<file path="src/rtl/coso_entropy_collector_pkg.sv">
// Shared FSM encoding and parameter sanity check for the CoSo entropy collector.
package coso_entropy_collector_pkg;

  typedef enum logic {
    IDLE = 1'b0,
    ACK  = 1'b1
  } state_e;

  // Packed word must hold a whole number of samples.
  function automatic bit width_ok(input int out_w, input int bps);
    return (bps >= 1) && (out_w >= bps) && ((out_w % bps) == 0);
  endfunction

endpackage

</file>
<file path="src/rtl/coso_req_sync.sv">
// Multi-flop synchroniser bringing the sampler's asynchronous req into clk.
module coso_req_sync
  import coso_entropy_collector_pkg::*;
#(
  parameter int STAGES = 2
) (
  input  logic clk,
  input  logic rst,
  input  logic async_i,
  output logic sync_o
);

  logic [STAGES-1:0] sync_q;
  logic [STAGES-1:0] sync_d;

  always_comb begin
    sync_d = {sync_q[STAGES-2:0], async_i};
  end

  always_ff @(posedge clk) begin
    if (rst) sync_q <= '0;
    else     sync_q <= sync_d;
  end

  assign sync_o = sync_q[STAGES-1];

endmodule

</file>
<file path="src/rtl/coso_entropy_collector.sv">
// Captures sampler counter on synchronised req, acks it, packs LSBs into words; raw value exported.
// Latency: smp_req rise -> smp_ack rise SYNC_STAGES+1 cycles; packed word valid on the completing capture edge.
// Backpressure: a completing sample is not acked while a word is held unaccepted. COSO_RCT_EN adds repetition alarm.
module coso_entropy_collector
  import coso_entropy_collector_pkg::*;
#(
  parameter int CNT_WIDTH       = 16,
  parameter int BITS_PER_SAMPLE = 1,
  parameter int OUT_WIDTH       = 32,
  parameter int SYNC_STAGES     = 2,
  parameter int RCT_LIMIT       = 8
) (
  input  logic                 clk,
  input  logic                 rst,
  input  logic [CNT_WIDTH-1:0] smp_cnt,
  input  logic                 smp_req,
  output logic                 smp_ack,
  output logic [OUT_WIDTH-1:0] out_data,
  output logic                 out_valid,
  input  logic                 out_ready,
  output logic [CNT_WIDTH-1:0] raw_cnt,
  output logic                 raw_valid,
  output logic                 health_alarm
);

  localparam int BCW = $clog2(OUT_WIDTH + 1);

  generate
    if (!width_ok(OUT_WIDTH, BITS_PER_SAMPLE)) begin : g_bad_width
      $error("OUT_WIDTH must be a multiple of BITS_PER_SAMPLE");
    end
  endgenerate

  logic req_sync;

  coso_req_sync #(
    .STAGES(SYNC_STAGES)
  ) u_req_sync (
    .clk    (clk),
    .rst    (rst),
    .async_i(smp_req),
    .sync_o (req_sync)
  );

  state_e               state_q, state_d;
  logic [BCW-1:0]       bit_cnt_q, bit_cnt_d;
  logic [OUT_WIDTH-1:0] shift_q, shift_d;
  logic [OUT_WIDTH-1:0] out_data_q, out_data_d;
  logic                 out_valid_q, out_valid_d;
  logic [CNT_WIDTH-1:0] raw_cnt_q, raw_cnt_d;
  logic                 raw_valid_q, raw_valid_d;

  logic will_complete;
  logic room;
  logic capture;

  assign will_complete = (bit_cnt_q == BCW'(OUT_WIDTH - BITS_PER_SAMPLE));
  // Refuse only the sample that would overwrite a word still waiting for the consumer.
  assign room    = !(out_valid_q && !out_ready && will_complete);
  assign capture = (state_q == IDLE) && req_sync && room;

  always_comb begin
    state_d     = state_q;
    bit_cnt_d   = bit_cnt_q;
    shift_d     = shift_q;
    out_data_d  = out_data_q;
    out_valid_d = out_valid_q;
    raw_cnt_d   = raw_cnt_q;
    raw_valid_d = 1'b0;

    case (state_q)
      IDLE: if (capture)   state_d = ACK;
      ACK:  if (!req_sync) state_d = IDLE;
      default:             state_d = IDLE;
    endcase

    if (out_valid_q && out_ready) out_valid_d = 1'b0;

    if (capture) begin
      raw_cnt_d   = smp_cnt;
      raw_valid_d = 1'b1;
      shift_d     = (shift_q >> BITS_PER_SAMPLE)
                  | (OUT_WIDTH'(smp_cnt[BITS_PER_SAMPLE-1:0]) << (OUT_WIDTH - BITS_PER_SAMPLE));
      if (will_complete) begin
        bit_cnt_d   = '0;
        out_data_d  = shift_d;
        out_valid_d = 1'b1;
      end else begin
        bit_cnt_d = bit_cnt_q + BCW'(BITS_PER_SAMPLE);
      end
    end
  end

  always_ff @(posedge clk) begin
    if (rst) begin
      state_q     <= IDLE;
      bit_cnt_q   <= '0;
      shift_q     <= '0;
      out_data_q  <= '0;
      out_valid_q <= 1'b0;
      raw_cnt_q   <= '0;
      raw_valid_q <= 1'b0;
    end else begin
      state_q     <= state_d;
      bit_cnt_q   <= bit_cnt_d;
      shift_q     <= shift_d;
      out_data_q  <= out_data_d;
      out_valid_q <= out_valid_d;
      raw_cnt_q   <= raw_cnt_d;
      raw_valid_q <= raw_valid_d;
    end
  end

  assign smp_ack   = (state_q == ACK);
  assign out_data  = out_data_q;
  assign out_valid = out_valid_q;
  assign raw_cnt   = raw_cnt_q;
  assign raw_valid = raw_valid_q;

`ifdef COSO_RCT_EN
  localparam int RCW = $clog2(RCT_LIMIT + 1);

  logic [CNT_WIDTH-1:0] rct_prev_q, rct_prev_d;
  logic [RCW-1:0]       rct_run_q, rct_run_d;
  logic                 alarm_q, alarm_d;

  // A run length of zero means nothing captured yet, so the first capture starts at one.
  always_comb begin
    rct_prev_d = rct_prev_q;
    rct_run_d  = rct_run_q;
    alarm_d    = alarm_q;
    if (capture) begin
      rct_prev_d = smp_cnt;
      if ((rct_run_q != '0) && (smp_cnt == rct_prev_q)) begin
        if (rct_run_q != RCW'(RCT_LIMIT)) rct_run_d = rct_run_q + RCW'(1);
      end else begin
        rct_run_d = RCW'(1);
      end
      if (rct_run_d == RCW'(RCT_LIMIT)) alarm_d = 1'b1;
    end
  end

  always_ff @(posedge clk) begin
    if (rst) begin
      rct_prev_q <= '0;
      rct_run_q  <= '0;
      alarm_q    <= 1'b0;
    end else begin
      rct_prev_q <= rct_prev_d;
      rct_run_q  <= rct_run_d;
      alarm_q    <= alarm_d;
    end
  end

  assign health_alarm = alarm_q;
`else
  assign health_alarm = 1'b0;
`endif

endmodule

</file>
<file path="config.mk">
export PLATFORM = sky130hd
export DESIGN_NAME = coso_entropy_collector
export DESIGN_NICKNAME = d
export VERILOG_FILES = /design/src/rtl/coso_entropy_collector_pkg.sv /design/src/rtl/coso_req_sync.sv /design/src/rtl/coso_entropy_collector.sv
export SDC_FILE = /design/constraint.sdc
export NUM_CORES = 1
export LEC_CHECK = 0
export CAP_MARGIN = 20
export CORE_UTILIZATION = 46
export DETAILED_ROUTE_END_ITERATION = 10
export GPL_TIMING_DRIVEN = 0
export PLACE_DENSITY = 0.76
export SLEW_MARGIN = 25
export SYNTH_ARGS = -nofsm -noshare
export SYNTH_HDL_FRONTEND = slang
export SYNTH_SLANG_ARGS = --single-unit
</file>
<file path="constraint.sdc">
create_clock -name clk -period 1.9 [get_ports clk]
set_clock_uncertainty 0.2 [all_clocks]
set_input_delay 0.285 -clock clk [delete_from_list [all_inputs] [get_ports clk]]
set_output_delay 0.285 -clock clk [all_outputs]
set_load 0.01 [all_outputs]
</file>
# --- After elaboration in Yosys (flattened, before gate mapping) ---
# Index checks and enable logic that the tools add are counted.
totals:
  reg_bits: 91
  output_inout_bits: 52
classes:
  n_addsub: 1
  eq_ne: 1
  muxes: 7
  bitwise_logic: 2
  reduce_logical: 8
op_table:
  columns: ["operator", "n"]
  rows:
  - ["$or 31x32->32", 1]
  - ["$add 6x1->6 const B", 1]
  - ["$eq 6x5->1 const B", 1]
  - ["$mux 6", 1]
  - ["$logic_and 1x1->1", 5]
  - ["$mux 1", 5]
  - ["$logic_not 1->1", 2]
  - ["$pmux 1 s2", 1]
  - ["$reduce_and 2->1", 1]
  - ["$not 1->1", 1]

# --- Logic depth before layout (Yosys ltp) ---
depth:
  depth_word: 7
  mapped_depth: 6
  depth_no_buf: 4

# --- Cells and area by module ---
# Synthesis repeated with hierarchy kept, for this count alone.
hier_totals:
  hier_cells: 335
  hier_area_um2: 3517.1
modules_own_cells:
  columns: ["mod", "n_inst", "cells_per_inst", "area_per_inst_um2"]
  rows:
  - ["coso_entropy_collector", 1, 331, 3464.6]
  - ["coso_req_sync", 1, 4, 52.6]

# --- Least setup slack after synthesis ---
# No wires, ideal clock.
synth_timing:
  path_kind: "reg-to-reg"
  start: "register bit_cnt_q[0]"
  end: "register out_data_q[1] (netlist: out_data[1])"
  setup_time_ps: 116
  t_arrival_ps: 1606
  required_ps: 1584
  setup_slack_ps: -21
  path_stages_with_launch: 7
  n_path_buf: 2
  cell_sequence: "dfxtp_1 ha_1 nand3b_1 or3_1 buf_6 buf_8 a31o_1"
synth_via:
  elab_chain_cells: 5
synth_rtl:
  columns: ["item", "line_no", "source"]
  rows:
  - ["start, declared", "coso_entropy_collector.sv:46", "logic [BCW-1:0] bit_cnt_q, bit_cnt_d;"]
  - ["start signal, assigned", "coso_entropy_collector.sv:105", "bit_cnt_q <= bit_cnt_d;"]
  - ["$eq 6x5->1 *", "coso_entropy_collector.sv:57", "assign will_complete = (bit_cnt_q == BCW'(OUT_WIDTH - BITS_PER_SAMPLE));"]
  - ["$logic_and 1x1->1", "coso_entropy_collector.sv:59", "assign room = !(out_valid_q && !out_ready && will_complete);"]
  - ["$logic_not 1->1", "coso_entropy_collector.sv:59", null]
  - ["$logic_and 1x1->1", "coso_entropy_collector.sv:60", "assign capture = (state_q == IDLE) && req_sync && room;"]
  - ["$reduce_and 2->1 (no line) *", null, null]
  - ["end signal, assigned", "coso_entropy_collector.sv:107", "out_data_q <= out_data_d;"]
  - ["end, declared", "coso_entropy_collector.sv:48", "logic [OUT_WIDTH-1:0] out_data_q, out_data_d;"]
# Every way passes the cells marked *; elsewhere a longest branch is shown, timed or not.
# A chain may end at the register's enable or synchronous reset.

# --- Final worst setup path ---
layout_timing:
  start: "register bit_cnt_q[0]"
  end: "register out_data_q[26] (netlist: out_data[26])"
# Same word-level chain as after synthesis.

==> flow_summary.yaml <==
route:
  drc: 0
  drt_first_pass_iters: 4
  vias: 2863
  drt_wl_total_um: 8198
  drt.antenna.violating_nets: 0
  wire_per_inst_um: 15.44
  routed_via_density: 5.392
  drt_iter0_markers: 145
global_routing:
  grt_max_degree: 16
  antenna_found_initial: 0
  track_usage: 0.2081
  grt_pass1_wl_um: 12630
  grt.overflow.total: 0
  grt_pass1_vias: 2620
power_and_ir_drop:
  finalPower_mw: 3.239
  peakVddDrop_mv: 0.5814
  p_per_area_nw_per_um2: 671.1
  leakage_nw: 1.886
die:
  rows: 31
  num_io_pins: 72
  die-area_um2: 8017
  core_um2: 7331
  die_h_um: 89.54
  die_w_um: 89.54
  start_util: 0.4808
cells_and_area:
  antennaDiodeCount: 0
  nets: 448
  drive_gt1_frac: 0.1713
  syn_to_final_growth_pct: 36.92
  finalNonFillerCells: 531
timing:
  rsz0062_at_grt: "true"
  setup-violations-final: 0
  fmax_ghz: 0.5291
  drv_slew: 0
  fin_crit_sh: 0.9948
  slew-limit-headroom: 0.5921
  tightest_slew_ns: 0.6119
  fin_setup_tns_ns: 0
  finalHoldViolCount: 0
  fin_crit_ns: 1.890
logic_synthesis:
  async_flop_share: 0
  synthTopCellsByArea: "dfxtp_1 (51%), mux2i_1 (13%), a31o_1 (8.0%)"
  synth_seq_area_share: 0.5055
  synth_edf_count: 0
  ys_ff_latch: 89
  yosysTopAreaCellShare: 0.5055
  syn_inst: 335
  syn-num-nets: 356
  synth_area_per_cell_um2: 10.52
  syn_area_um2: 3525
  synth_cell_type_count: 36
  yosysWarnings: 0
  synth_top_area_cell: "dfxtp_1"
  synth_ff_type: "dfxtp_1"
job:
  maxCapViolCount: 0
clock_tree:
  cts_tree: "yes"
  cts-root-buf: "clkbuf_8"
  clock_path_buffers: 2
  htreeDepth: 3
  cts.clk_slew.worst_paths_ns: 0.08
  clkLatencyLatePin_ns: 0.35
  cts_made_buffers: 9
  cts.sinks: 89
  ctsHoldBuffers: 0
worst_setup_path:
  cp_max_fo: 10
  start_kind: "flop"
  cp.required_ns: 2.00
  end_kind: "flop"
  path_class: "reg2reg"
  arrival_ns: 1.99
placed_design:
  port_buffers: 70
  place_hpwl_um: 5302
  gp_congestion: 0.8217
  dp.cells: 504
min_path:
  hp-class: "reg2reg"
outcome:
  outcome: "completed"
[worst max-delay path: stages, from the launching register on]
cell	delay, ns
dfxtp_4	0.36
ha_4	0.13
nand3b_1	0.13
buf_6	0.17
buf_6	0.14
clkbuf_2	0.21
nor4_1	0.36
a31o_1	0.14
[what timing repair did]
item / in CTS / in global routing
resized for setup: 18 / 27
pin swaps: 3 / 5
setup endpoints to repair: 84 / 68
setup buffers: 5 / 3
cloned: 0 / 3
[cell usage after synthesis, drive strengths merged, types with 2 or more instances]
library cell / number
clkbuf: 17
dfxtp: 89
a21oi: 2
nand2b: 33
nor4: 32
buf: 16
a31o: 32
or4: 2
nand2: 34
nor2: 3
o21ai: 4
mux2i: 47
and2b: 2
nor2b: 3
[power breakdown]
group	leakage, nW	internal (mW)	total (mW)	switching, mW
Sequential	0.720	1.88	1.89	0.0101
Clock	0.0866	0.480	1.14	0.663
Combinational	1.08	0.113	0.207	0.0941
[final cells by class]
class                           instances  area (um2)
Inverter                                1       3.754
Sequential cell                        89        1790
Clock inverter                          6       43.79
Tap cell                               99       123.9
Multi-Input combinational cell        212        1667
Fill cell                             579        2505
Timing Repair Buffer                   81       834.6
Clock buffer                           10       127.6
Buffer                                 33       235.2
[kinds of logic (layout without fill, tap and decap cells)]
kind of cell,count (synthesis),after routing,synth area share
DFF,89,89,0.5055
and+or+nand+nor,116,116,0.1871
other,1,1,0.001064
muxes,48,48,0.1367
AOI/OAI and AO/OA,46,46,0.1083
adders and majority gates,1,1,0.003549
buffers and inverters,34,131,0.05786
[routing by layer]
| layer | vias to the layer above | global-route usage | share of wire |
|---|---|---|---|
| met5 | - | 0 | 0 |
| met4 | 0 | 0.07071 | 0.018 |
| met3 | 14 | 0.03970 | 0.042 |
| met2 | 72 | 0.3387 | 0.48 |
| met1 | 1389 | 0.2778 | 0.46 |
| li1 | 1388 | - | - |
[cell usage in the layout, fill, tap and decap left out, types with 3 or more instances in the layout]
cell             synthesis  final
nand2b_1                33     33
nor2b_1                  3      3
buf_2                    7      5
clkbuf_2                 0      7
buf_4                    3      9
nor2_1                   3      3
buf_6                    3      8
buf_8                    3      3
nor4_1                  32     18
o21ai_1                  4      4
nand2_1                 34     33
clkbuf_1                17     10
mux2i_1                 47     47
dfxtp_1                 89     86
clkbuf_8                 0      9
clkdlybuf4s50_1          0     69
a31o_1                  32     32
nor4_2                   0     14
[worst paths after layout]
path,start,end,slack [ns],depth (start not counted)
setup / recovery,bit_cnt_q[0],out_data[26],0.01,7
hold / removal,u_req_sync.sync_q[0],u_req_sync.sync_q[1],0.26,1
setup reg to reg,bit_cnt_q[0],out_data[26],0.01,7
hold reg to reg,u_req_sync.sync_q[0],u_req_sync.sync_q[1],0.26,1
[stage by stage]
step | area, um2 | hold WS [ns] | setup slack (ns) | utilization
floorplan | 3528 | 0.2132 | 0.007097 | -
global placement | 4353 | 0.2177 | -0.4373 | 0.5938
detailed placement | 4353 | 0.2494 | -0.4664 | 0.5938
CTS | 4621 | 0.2642 | 0.0007681 | 0.6303
global route | 4826 | 0.2790 | -0.04927 | 0.6583
finish | 4826 | 0.2609 | 0.009822 | 0.6583
[sequential cells by signal, indices dropped and copies added (netlist names)]
register and count:
bit_cnt_q 6, out_data 32, out_valid 1, raw_cnt 16
raw_valid 1, shift_q 30, smp_ack 1, u_req_sync.sync_q 2
Power figures use the tool's default switching activity.
